$ cat config.mk
export PLATFORM = sky130hd
export DESIGN_NAME = ahb3lite_traffic_gen
export DESIGN_NICKNAME = d
export VERILOG_FILES = /design/src/rtl/ahb3lite_traffic_gen.sv
export SDC_FILE = /design/constraint.sdc
export NUM_CORES = 1
export LEC_CHECK = 0
export CAP_MARGIN = 10
export CELL_PAD_IN_SITES_DETAIL_PLACEMENT = 1
export CELL_PAD_IN_SITES_GLOBAL_PLACEMENT = 2
export CORE_ASPECT_RATIO = 2
export CORE_MARGIN = 10
export CORE_UTILIZATION = 33
export CTS_CLUSTER_DIAMETER = 60
export CTS_CLUSTER_SIZE = 14
export DETAILED_ROUTE_END_ITERATION = 10
export PLACE_DENSITY_LB_ADDON = 0.1
export SLEW_MARGIN = 20
export SYNTH_ARGS = -nofsm -noshare
export SYNTH_HDL_FRONTEND = slang
export SYNTH_SLANG_ARGS = --single-unit
$ cat constraint.sdc
create_clock -name HCLK -period 9.04 [get_ports HCLK]
set_clock_uncertainty 0.05 [all_clocks]
set_input_delay 1.808 -clock HCLK [delete_from_list [all_inputs] [get_ports HCLK]]
set_output_delay 1.808 -clock HCLK [all_outputs]
set_load 0.005 [all_outputs]
$ cat src/rtl/ahb3lite_traffic_gen.sv
// Self-checking AHB3-Lite master: writes NUM_WORDS words of pattern^addr from BASE_ADDR,
// reads them back and counts mismatches; supports INCR bursts, single transfers and ERROR aborts.
module ahb3lite_traffic_gen #(
    parameter int          HADDR_SIZE  = 16,
    parameter int          HDATA_SIZE  = 32,
    parameter int unsigned BASE_ADDR   = 'h0000,
    parameter int          NUM_WORDS   = 64,
    parameter int          IDLE_CYCLES = 0,
    parameter int          ERR_W       = 16
) (
    input  logic                  HCLK,
    input  logic                  HRESET,
    input  logic                  start,
    input  logic                  burst_en,
    input  logic [HDATA_SIZE-1:0] pattern,
    output logic                  busy,
    output logic                  done,
    output logic                  bus_err,
    output logic [ERR_W-1:0]      err_cnt,
    output logic [HADDR_SIZE-1:0] first_err,
    output logic                  HSEL,
    output logic [HADDR_SIZE-1:0] HADDR,
    output logic [HDATA_SIZE-1:0] HWDATA,
    output logic                  HWRITE,
    output logic [2:0]            HSIZE,
    output logic [2:0]            HBURST,
    output logic [3:0]            HPROT,
    output logic [1:0]            HTRANS,
    output logic                  HMASTLOCK,
    input  logic [HDATA_SIZE-1:0] HRDATA,
    input  logic                  HREADY,
    input  logic                  HRESP
);

    localparam int BYTES = HDATA_SIZE / 8;
    localparam int IDXW  = (NUM_WORDS > 1) ? $clog2(NUM_WORDS) : 1;
    localparam int ICW   = (IDLE_CYCLES > 0) ? $clog2(IDLE_CYCLES + 1) : 1;
    localparam logic [IDXW-1:0]       LAST_IDX = IDXW'(NUM_WORDS - 1);
    localparam logic [HADDR_SIZE-1:0] BASE     = HADDR_SIZE'(BASE_ADDR);

    localparam logic [1:0] TR_IDLE   = 2'b00;
    localparam logic [1:0] TR_NONSEQ = 2'b10;
    localparam logic [1:0] TR_SEQ    = 2'b11;

    typedef enum logic [2:0] {IDLE, WRITE, WR_LAST, READ, RD_LAST, DONE} state_t;

    state_t                  state_q;
    logic                    burst_q;
    logic [HDATA_SIZE-1:0]   pattern_q;
    logic [IDXW-1:0]         idx_q;
    logic [ICW-1:0]          idleCnt_q;
    logic                    dphRead_q;
    logic [HADDR_SIZE-1:0]   dphAddr_q;
    logic                    busy_q, done_q, busErr_q;
    logic [ERR_W-1:0]        errCnt_q;
    logic [HADDR_SIZE-1:0]   firstErr_q;
    logic                    hsel_q, hwrite_q;
    logic [HADDR_SIZE-1:0]   haddr_q;
    logic [HDATA_SIZE-1:0]   hwdata_q;
    logic [2:0]              hburst_q;
    logic [1:0]              htrans_q;

    logic [HADDR_SIZE-1:0]   addrNext_d;
    logic                    rdMismatch_d;

    always_comb begin
        addrNext_d   = haddr_q + HADDR_SIZE'(BYTES);
        rdMismatch_d = dphRead_q && (HRDATA != (pattern_q ^ HDATA_SIZE'(dphAddr_q)));
    end

    // Every bus output is a register; nothing moves while HREADY is low except the
    // first ERROR cycle, which forces IDLE to cancel the already pipelined beat.
    always_ff @(posedge HCLK or posedge HRESET) begin
        if (HRESET) begin
            state_q    <= IDLE;
            burst_q    <= 1'b0;
            pattern_q  <= '0;
            idx_q      <= '0;
            idleCnt_q  <= '0;
            dphRead_q  <= 1'b0;
            dphAddr_q  <= '0;
            busy_q     <= 1'b0;
            done_q     <= 1'b0;
            busErr_q   <= 1'b0;
            errCnt_q   <= '0;
            firstErr_q <= '0;
            hsel_q     <= 1'b0;
            hwrite_q   <= 1'b0;
            haddr_q    <= '0;
            hwdata_q   <= '0;
            hburst_q   <= 3'b000;
            htrans_q   <= TR_IDLE;
        end else begin
            done_q <= 1'b0;
            case (state_q)
                IDLE: begin
                    if (start) begin
                        burst_q    <= burst_en;
                        pattern_q  <= pattern;
                        busErr_q   <= 1'b0;
                        errCnt_q   <= '0;
                        firstErr_q <= '0;
                        busy_q     <= 1'b1;
                        state_q    <= WRITE;
                        idx_q      <= '0;
                        idleCnt_q  <= '0;
                        dphRead_q  <= 1'b0;
                        hsel_q     <= 1'b1;
                        hwrite_q   <= 1'b1;
                        haddr_q    <= BASE;
                        hburst_q   <= burst_en ? 3'b001 : 3'b000;
                        htrans_q   <= TR_NONSEQ;
                    end
                end
                DONE: state_q <= IDLE;
                default: begin
                    if (busErr_q) begin
                        if (HREADY) begin
                            state_q <= DONE;
                            done_q  <= 1'b1;
                            busy_q  <= 1'b0;
                        end
                    end else if (HRESP && !HREADY) begin
                        busErr_q <= 1'b1;
                        htrans_q <= TR_IDLE;
                        hsel_q   <= 1'b0;
                    end else if (HREADY) begin
                        if (rdMismatch_d) begin
                            if (errCnt_q != '1)
                                errCnt_q <= errCnt_q + ERR_W'(1);
                            if (errCnt_q == '0)
                                firstErr_q <= dphAddr_q;
                        end
                        dphRead_q <= 1'b0;
                        case (state_q)
                            WRITE, READ: begin
                                if (htrans_q != TR_IDLE) begin
                                    if (state_q == WRITE) begin
                                        hwdata_q <= pattern_q ^ HDATA_SIZE'(haddr_q);
                                    end else begin
                                        dphRead_q <= 1'b1;
                                        dphAddr_q <= haddr_q;
                                    end
                                    if (idx_q == LAST_IDX) begin
                                        htrans_q <= TR_IDLE;
                                        hsel_q   <= 1'b0;
                                        state_q  <= (state_q == WRITE) ? WR_LAST : RD_LAST;
                                    end else begin
                                        idx_q   <= idx_q + IDXW'(1);
                                        haddr_q <= addrNext_d;
                                        // A burst may not cross a 1KB boundary, so restart it there
                                        if (burst_q) begin
                                            htrans_q <= (addrNext_d[9:0] == 10'd0) ? TR_NONSEQ : TR_SEQ;
                                        end else if (IDLE_CYCLES == 0) begin
                                            htrans_q <= TR_NONSEQ;
                                        end else begin
                                            htrans_q  <= TR_IDLE;
                                            hsel_q    <= 1'b0;
                                            idleCnt_q <= ICW'(IDLE_CYCLES);
                                        end
                                    end
                                end else if (idleCnt_q <= ICW'(1)) begin
                                    htrans_q <= TR_NONSEQ;
                                    hsel_q   <= 1'b1;
                                end else begin
                                    idleCnt_q <= idleCnt_q - ICW'(1);
                                end
                            end
                            WR_LAST: begin
                                state_q  <= READ;
                                idx_q    <= '0;
                                haddr_q  <= BASE;
                                hwrite_q <= 1'b0;
                                hsel_q   <= 1'b1;
                                htrans_q <= TR_NONSEQ;
                            end
                            RD_LAST: begin
                                state_q <= DONE;
                                done_q  <= 1'b1;
                                busy_q  <= 1'b0;
                            end
                            default: state_q <= IDLE;
                        endcase
                    end
                end
            endcase
        end
    end

    assign busy      = busy_q;
    assign done      = done_q;
    assign bus_err   = busErr_q;
    assign err_cnt   = errCnt_q;
    assign first_err = firstErr_q;
    assign HSEL      = hsel_q;
    assign HADDR     = haddr_q;
    assign HWDATA    = hwdata_q;
    assign HWRITE    = hwrite_q;
    assign HSIZE     = 3'($clog2(BYTES));
    assign HBURST    = hburst_q;
    assign HPROT     = 4'b0011;
    assign HTRANS    = htrans_q;
    assign HMASTLOCK = 1'b0;

endmodule
# ---- After elaboration in Yosys (flattened, before gate mapping)
# Cells that the tools add are included.
# Widths: inputs -> output; s select.
dict set report totals {
  output_inout_bits 98
  in_bits 70
  wordCells 181
  reg_bits 150
}
dict set report classes {
  n_eq_ne 23
  bitwise_logic 7
  reduce_logical 34
  add_sub_neg 4
  mux 94
  magnitude_cmp 1
}
# operator n
set op_table {}
lappend op_table {{$mux 16} 16}
lappend op_table {{$pmux 16 s2} 4}
lappend op_table {{$xor 32x16->32} 2}
lappend op_table {{$mux 1} 40}
lappend op_table {{$mux 6} 6}
lappend op_table {{$reduce_and 7->1} 5}
lappend op_table {{$ne 32x32->1} 1}
lappend op_table {{$mux 3} 8}
lappend op_table {{$pmux 6 s2} 2}
lappend op_table {{$reduce_and 6->1} 4}
lappend op_table {{$add 16x1->16 const B} 1}
lappend op_table {{$add 16x3->16 const B} 1}
lappend op_table {{$logic_not 16->1} 1}
lappend op_table {{$ne 16x16->1 const B} 1}
lappend op_table {{$reduce_and 8->1} 2}
lappend op_table {{$mux 2} 7}
lappend op_table {{$pmux 1 s2} 7}
lappend op_table {{$reduce_bool 2->1} 7}
lappend op_table {{$ne 3x2->1 const B} 4}
lappend op_table {{$logic_not 10->1} 1}
lappend op_table {{$ne 5x3->1 const B} 2}
lappend op_table {{$ne 5x4->1 const B} 2}
lappend op_table {{$pmux 3 s3} 1}
lappend op_table {{$reduce_bool 3->1} 3}
lappend op_table {{20 further kinds} 35}

# ---- Depth between registers and ports, before layout
# Gate-level depths: netlist (run 1).
dict set report logic_depth {
  word_depth 11
  depth_mapped 8
  ltp_nobuf 7
}

# ---- Least setup slack after synthesis (run 1)
# OpenSTA, ideal clock, no wires.
dict set report synth_path {
  path_type {input -> register}
  from {in HREADY}
  to {reg errCnt_q[11], in the netlist err_cnt[11]}
  t_arrival_ns 3.588
  path_stages 8
  required_time_ns 8.912
  setup_slack_ns 5.324
  path_cell_list {buf_2 nor4bb_1 o41ai_2 a41oi_2 buf_4 nand4_1 or3_1 a21oi_1}
}
dict set report synth_between {
  elab_chain_cells 4
}
# item line
set synth_rtl {}
lappend synth_rtl {{from (decl)} 31} ;# input logic HREADY,
lappend synth_rtl {{$logic_not 1->1} 123} ;# end else if (HRESP && !HREADY) begin
lappend synth_rtl {{$logic_and 1x1->1} 123}
lappend synth_rtl {{$ne 2x1->1 (no source line)} n/a}
lappend synth_rtl {{$reduce_and 7->1 (no source line) *} n/a}
lappend synth_rtl {{to (signal assigned)} 130} ;# errCnt_q <= errCnt_q + ERR_W'(1);
lappend synth_rtl {{to (decl)} 55} ;# logic [ERR_W-1:0] errCnt_q;
# Every way passes the cells marked *; elsewhere a longest branch is shown, timed or not.
# A chain may end at the register's enable or synchronous reset.

# ---- Worst setup path in the final report (run 1)
dict set report layout_path {
  from {in HRDATA[16]}
  to {reg firstErr_q[14], in the netlist first_err[14]}
}
dict set report layout_between {
  elab_chain_cells 4
}
# item line
set layout_rtl {}
lappend layout_rtl {{from (decl)} 30} ;# input logic [HDATA_SIZE-1:0] HRDATA,
lappend layout_rtl {{$ne 32x32->1} 68} ;# rdMismatch_d = dphRead_q && (HRDATA != (pattern_q ^ HDATA_SIZE'(dphAddr_q)));
lappend layout_rtl {{$logic_and 1x1->1} 68}
lappend layout_rtl {{$reduce_bool 2->1 (no source line)} n/a}
lappend layout_rtl {{$reduce_and 7->1 (no source line)} n/a}
lappend layout_rtl {{to (signal assigned)} 132} ;# firstErr_q <= dphAddr_q;
lappend layout_rtl {{to (decl)} 56} ;# logic [HADDR_SIZE-1:0] firstErr_q;
# Every way passes these cells.

==> results of run 1 <==
-- through the flow --
| step | setup WS [ps] | total power, uW | cells | hold slack [ps] |
|---|---|---|---|---|
| 2_1_floorplan | 3400 | 1440 | 728 | 407 |
| 3_3_place_gp | 3960 | 1830 | 1104 | 440 |
| 3_5_place_dp | 3890 | 1860 | 1104 | 449 |
| 4_1_cts | 4330 | 2670 | 1136 | 463 |
| 5_1_grt | 4260 | 2800 | 1137 | 471 |
| 6_report | 4340 | 2620 | 1137 | 460 |
-- layer usage --
layer	vias up	track usage, %
met1	2863	17.8
met5	-	0
met4	0	6.72
li1	2689	-
met2	130	31.8
met3	31	5.43
-- layout make-up --
class	instances	area share (%)
flip-flops and latches	141	37.5
repair buffers	160	16.9
multi-input cells	526	34.8
well taps	269	3.57
diodes	1	0.0266
clock inverters	14	2.28
inverters	8	0.372
clock buffers	18	4.66
-- cell families after synthesis --
kind of cell	share of synthesized area, %
other	0.107
flip-flops	50.0
XOR/XNOR	8.75
AO/OA/AOI/OAI	8.61
AND/OR/NAND/NOR	19.5
buffers and inverters	4.47
multiplexers	7.83
adder cells (fa/ha/maj)	0.710
-- how the worst max path moves through the flow --
stage	end	cells after the start	from
global route	err_cnt[15]	8	start
CTS	first_err[14]	8	HRDATA[16]
floorplan	HADDR[10]	1	HRESET
finish	first_err[14]	8	HRDATA[16]
global placement	first_err[1]	8	HRDATA[16]
detailed placement	first_err[14]	8	HRDATA[16]
-- power groups by stage --
| stage | clock (uW) | combinational [uW] | sequential (uW) |
|---|---|---|---|
| finish | 788 | 837 | 992 |
| global route | 837 | 940 | 1020 |
| CTS | 807 | 866 | 996 |
| detailed placement | 0 | 859 | 1010 |
| global placement | 0 | 837 | 995 |
| floorplan | 0 | 504 | 934 |
-- registers in the layout, indices dropped and copies added (netlist names) --
name,cells
err_cnt,16
dphRead_q,1
HADDR,14
done,1
state_q,3
busy,1
pattern_q,32
HSEL,1
HWRITE,1
idx_q,6
dphAddr_q,14
bus_err,1
HWDATA,32
burst_q,1
first_err,15
HTRANS,2
-- cell usage in the layout (no fill, tap or decap), types with 7 or more instances in the layout --
master           count
a21oi_1             38
clkbuf_16           17
clkdlybuf4s50_1    155
conb_1              12
dfrtp_1            141
inv_1                7
mux2_2              33
mux2i_1             18
nand2_1            162
nand3_1             14
nand4_1             13
nor2_1              42
nor4_1               9
o21ai_0             41
or3_1               11
xnor2_1             27
xor2_1              28
-- worst max-delay path, stage by stage --
cell	delay, ps
clkdlybuf4s50_1	420
xor2_1	200
nor4_1	630
nand4_1	270
nor4_4	320
buf_4	300
or4_1	750
mux2i_1	280
==> metrics.txt, run 1 <==
status=finished clean; drt total wl=23,600 um; register area=roughly 3500 sq um; Commonest cells post-synth=nand2_1, dfrtp_1, nor2_1; clock latency on the worst-skew pair=between 400 and 500 ps; post-DR vias/cell=~5; MaxCap Viol Count=0; Total Die Area=between 20,000 and 30,000 sq um; clock network fraction of total power=between 30 and 40%; core area=21,000 sq um; Post-synth EDFFs=0; DR WL met3=1230 um; Setup TNS Final=0 ps; Pwr Density=between 200 and 300 nW/um^2; CTS tree=done; Max-Slew Margin vs Limit=41.2%; Total GRT Usage=around 17%; DP HPWL=between 15,000 and 20,000 um; Final GP Congestion=about 0.80; FF-to-FF End=err_cnt[15]; grt total ovfl=0; startpoint types=input port; placed cell area=between 8000 and 9000 sq um; R2R depth=7; Min-Delay Endpoint=HWDATA[1]; share of the synthesized area in the top cell type=roughly half; Worst R2R Start=state_q[0]; Mapped Avg Cell Area=~9.8 sq um; largest net degree at the start of global routing=81; clk sinks=141; H-tree lvl count=4; Post-Syn Area=between 7000 and 8000 sq um; sequential area share after synthesis=roughly half; Die W=approximately 120 um; Synth area leaders=dfrtp_1, nand2_1, mux2_2; hold depth=1; standard-cell rows=between 70 and 80; Unique masters post-synth=58; post-synth top area cell=dfrtp_1; Final Hold Viols=0; cell area after layout=roughly 9400 sq um; warnings from Yosys=0; PostCTS Resize Cnt=0; fin crit period=4700 ps; met1 wire length=8560 um; vias in the first global route=6,357; synthesized instance count=about 720; Post-CTS Hold Fix Bufs=0; DR WL/cell=20.7 um; NetSw=a little under 900 uW; Int Pwr=1730 uW; final core utilization=between 40 and 50%; Flop pwr share=37.9%; final slew viol count=0; RSZ-0062 raised after global routing=no; Comb power frac=roughly a third; DR vias=5,713; Antenna Nets Post-Route=0; CP arrival=between 4000 and 5000 ps; initial antenna violation count=1; fraction of layout cells with a size suffix above 1=between 10 and 15%; crit path capture type=flop; initial DRC count=between 200 and 250; DRC viols=0; met2 WL=between 10,000 and 15,000 um; CP max FO=27; Worst-path clk slew=approximately 60 ps; Die Ht=between 200 and 250 um; FF+latch count, synth=141; top_reg_cell synth=dfrtp_1; reg-to-reg slack, setup=5680 ps; area grow syn2layout=33.6%; first-pass GRT wire length=37,000 um; Post-synth ARST share=100%; CTS root buf=clkbuf_16; hold_sp=HWDATA[1]; Achievable Freq=~210 MHz; I/O Buffers=between 150 and 200; classification of the worst-slack hold path=flop to flop; Switching Share=about 34%; Max Used Layer=met4; Final Net Count=roughly 930; TritonCTS Buffers=17; Setup Buffers After CTS=0; # setup viols final=0; worst setup path class=input port to flop; area of the multi-input gates=3270 sq um; Pleak=0.00419 uW; most common cell in the synthesized netlist=nand2_1; first-pass detailed-route iteration total=4; Tcrit/Tclk final=between 50% and 60%; number of fill cells=~2.4k; Slew @ Worst Pin=883 ps; IO Pins=168; Peak supply drop=between 0.15 and 0.2 mV; Initial Utilization=approximately a third; Critical Path RT=about 9300 ps; clk buf depth=2
(Power assumes the default switching activity.)
==> inputs of run 2 (changes only) <==
CORE_UTILIZATION = 28   (was 33)
clock period = 4.18 ns   (was 9.04 ns; I/O delays follow)
==> metrics.txt, run 2 (same netlist as run 1, synthesis figures left out) <==
status=finished clean; Achievable Freq=316 MHz; RSZ-0062 raised after global routing=no; Crit path max-delay family=simple AND/OR/NAND/NOR gates; TritonCTS Buffers=17; DR vias=5,812; crit path capture type=flop; Switching Share=between 30% and 40%; initial antenna violation count=2; Max-Slew Margin vs Limit=a little over two fifths; Hold WS=~460 ps; Tcrit/Tclk final=between 70% and 80%; Die Ht=244 um; first-pass detailed-route iteration total=4; vias in the first global route=6,643; H-tree lvl count=4; Non-Filler Instances=about 1.2k; Post-CTS Hold Fix Bufs=0; Post-Place Worst Slack=584 ps; Pleak=approximately 0.0042 uW; Final Worst Setup Slack=1010 ps; first-pass GRT wire length=38,900 um; Final Net Count=roughly 940; I/O Buffers=between 150 and 200; Largest stage delay, worst path=around 670 ps; M3 GR Usage=approximately 4.7%; CTS tree=done; core area=24,900 sq um; Pwr Density=slightly below 600 nW/um^2; clk sinks=between 100 and 150; crit-path cells=clkdlybuf4s50_1 > nor4bb_1 > o41ai_2 > a41oi_2 > buf_4 > nand2_1 > or4_1 > mux2i_1; Comb power frac=~33%; CTS root buf=clkbuf_16; Int Pwr=approximately 3700 uW; Peak supply drop=between 0.3 and 0.4 mV; area grow syn2layout=35.0%; Crit path buffers/inverters=2; GR Util met1=15.9%; Worst-path clk slew=around 60 ps; Slew @ Worst Pin=about 850 ps; Total GRT Usage=15.4%; final slew viol count=0; clock network fraction of total power=~28%; Initial Utilization=roughly 28%; post-DR vias/cell=between 4 and 5; Flop pwr share=38.7%; Setup Buffers After CTS=0; startpoint types=input port; overall power=about 5600 uW; classification of the worst-slack hold path=flop to flop; largest net degree at the start of global routing=approximately 100; Total Die Area=~32,000 sq um; Die W=about 130 um; CP arrival=between 3000 and 4000 ps; Crit-path slowest cell=clkdlybuf4s50_1; Final GP Congestion=~0.77; Setup TNS Final=0 ps; drt total wl=roughly 25,000 um; IO Pins=~170; most frequent cells in the layout=nand2_1, clkdlybuf4s50_1, dfrtp_1; PostCTS Resize Cnt=0; worst setup path class=input port to flop; met2 usage=approximately 29%; fin crit period=between 3000 and 4000 ps; MaxCap Viol Count=0; DR WL/cell=slightly above 20 um; CP max FO=16; grt total ovfl=0; Placed Cells=1,178; grt peak-use layer=met2; clk buf depth=2; Critical Path RT=between 4000 and 5000 ps; most common cell after layout, fill and taps aside=nand2_1; initial DRC count=between 200 and 250; fraction of layout cells with a size suffix above 1=a little over a tenth; Antenna Nets Post-Route=0; DRC viols=0; clock latency on the worst-skew pair=between 400 and 500 ps; # setup viols final=0; standard-cell rows=approximately 80; Final Hold Viols=0; NetSw=1890 uW; DP HPWL=between 15,000 and 20,000 um
run 2: worst register-to-register path: stages, from the launching register on:
cell and delay [ps]:
dfrtp_1 720, nor4bb_1 530, o41ai_2 200, a41oi_2 180, buf_4 240, nand2_1 110
or4_1 460, mux2i_1 150
run 2: path summary, 6_finish.rpt:
path | startpoint | endpoint | slack (ps) | depth (start not counted)
max in group asynchronous | HRESET | pattern_q[30] | 2730 | 3
hold / removal | busy | busy | 460 | 2
setup reg to reg | state_q[0] | err_cnt[15] | 1410 | 7
min in group asynchronous | HRESET | HTRANS[1] | 840 | 3
setup / recovery | HREADY | err_cnt[15] | 1010 | 8
hold reg to reg | busy | busy | 460 | 2
run 2: through the flow:
| stage | util [%] | cell area (sq um) |
|---|---|---|
| floorplan | - | 7090 |
| global placement | 35.8 | 8920 |
| detailed placement | 35.8 | 8920 |
| CTS | 38.2 | 9520 |
| global route | 38.2 | 9520 |
| finish | 38.2 | 9520 |
run 2: layer usage:
layer,vias to the layer above,part of all wire [%]
met2,122,55
met3,24,5.0
met5,-,0.041
met4,2,1.7
met1,2943,38
li1,2721,-
run 2: cell type report:
cell class                 count  area [sq um]
inverter                       8          33.8
clock buffer                  26           519
timing repair buffer         167          1670
fill                        2836         15400
sequential                   141          3530
antenna                        1          2.50
tap                          336           420
clock inverter                 6          80.1
multi-input combinational    526          3270
run 2: power groups by stage:
stage | Sequential, uW | Combinational [uW] | Clock, uW
final | 2150 | 1840 | 1560
after global routing | 2230 | 2070 | 1680
after CTS | 2170 | 1910 | 1620
after detailed placement | 2180 | 1890 | 0
after global placement | 2160 | 1850 | 0
after floorplan | 2020 | 1090 | 0
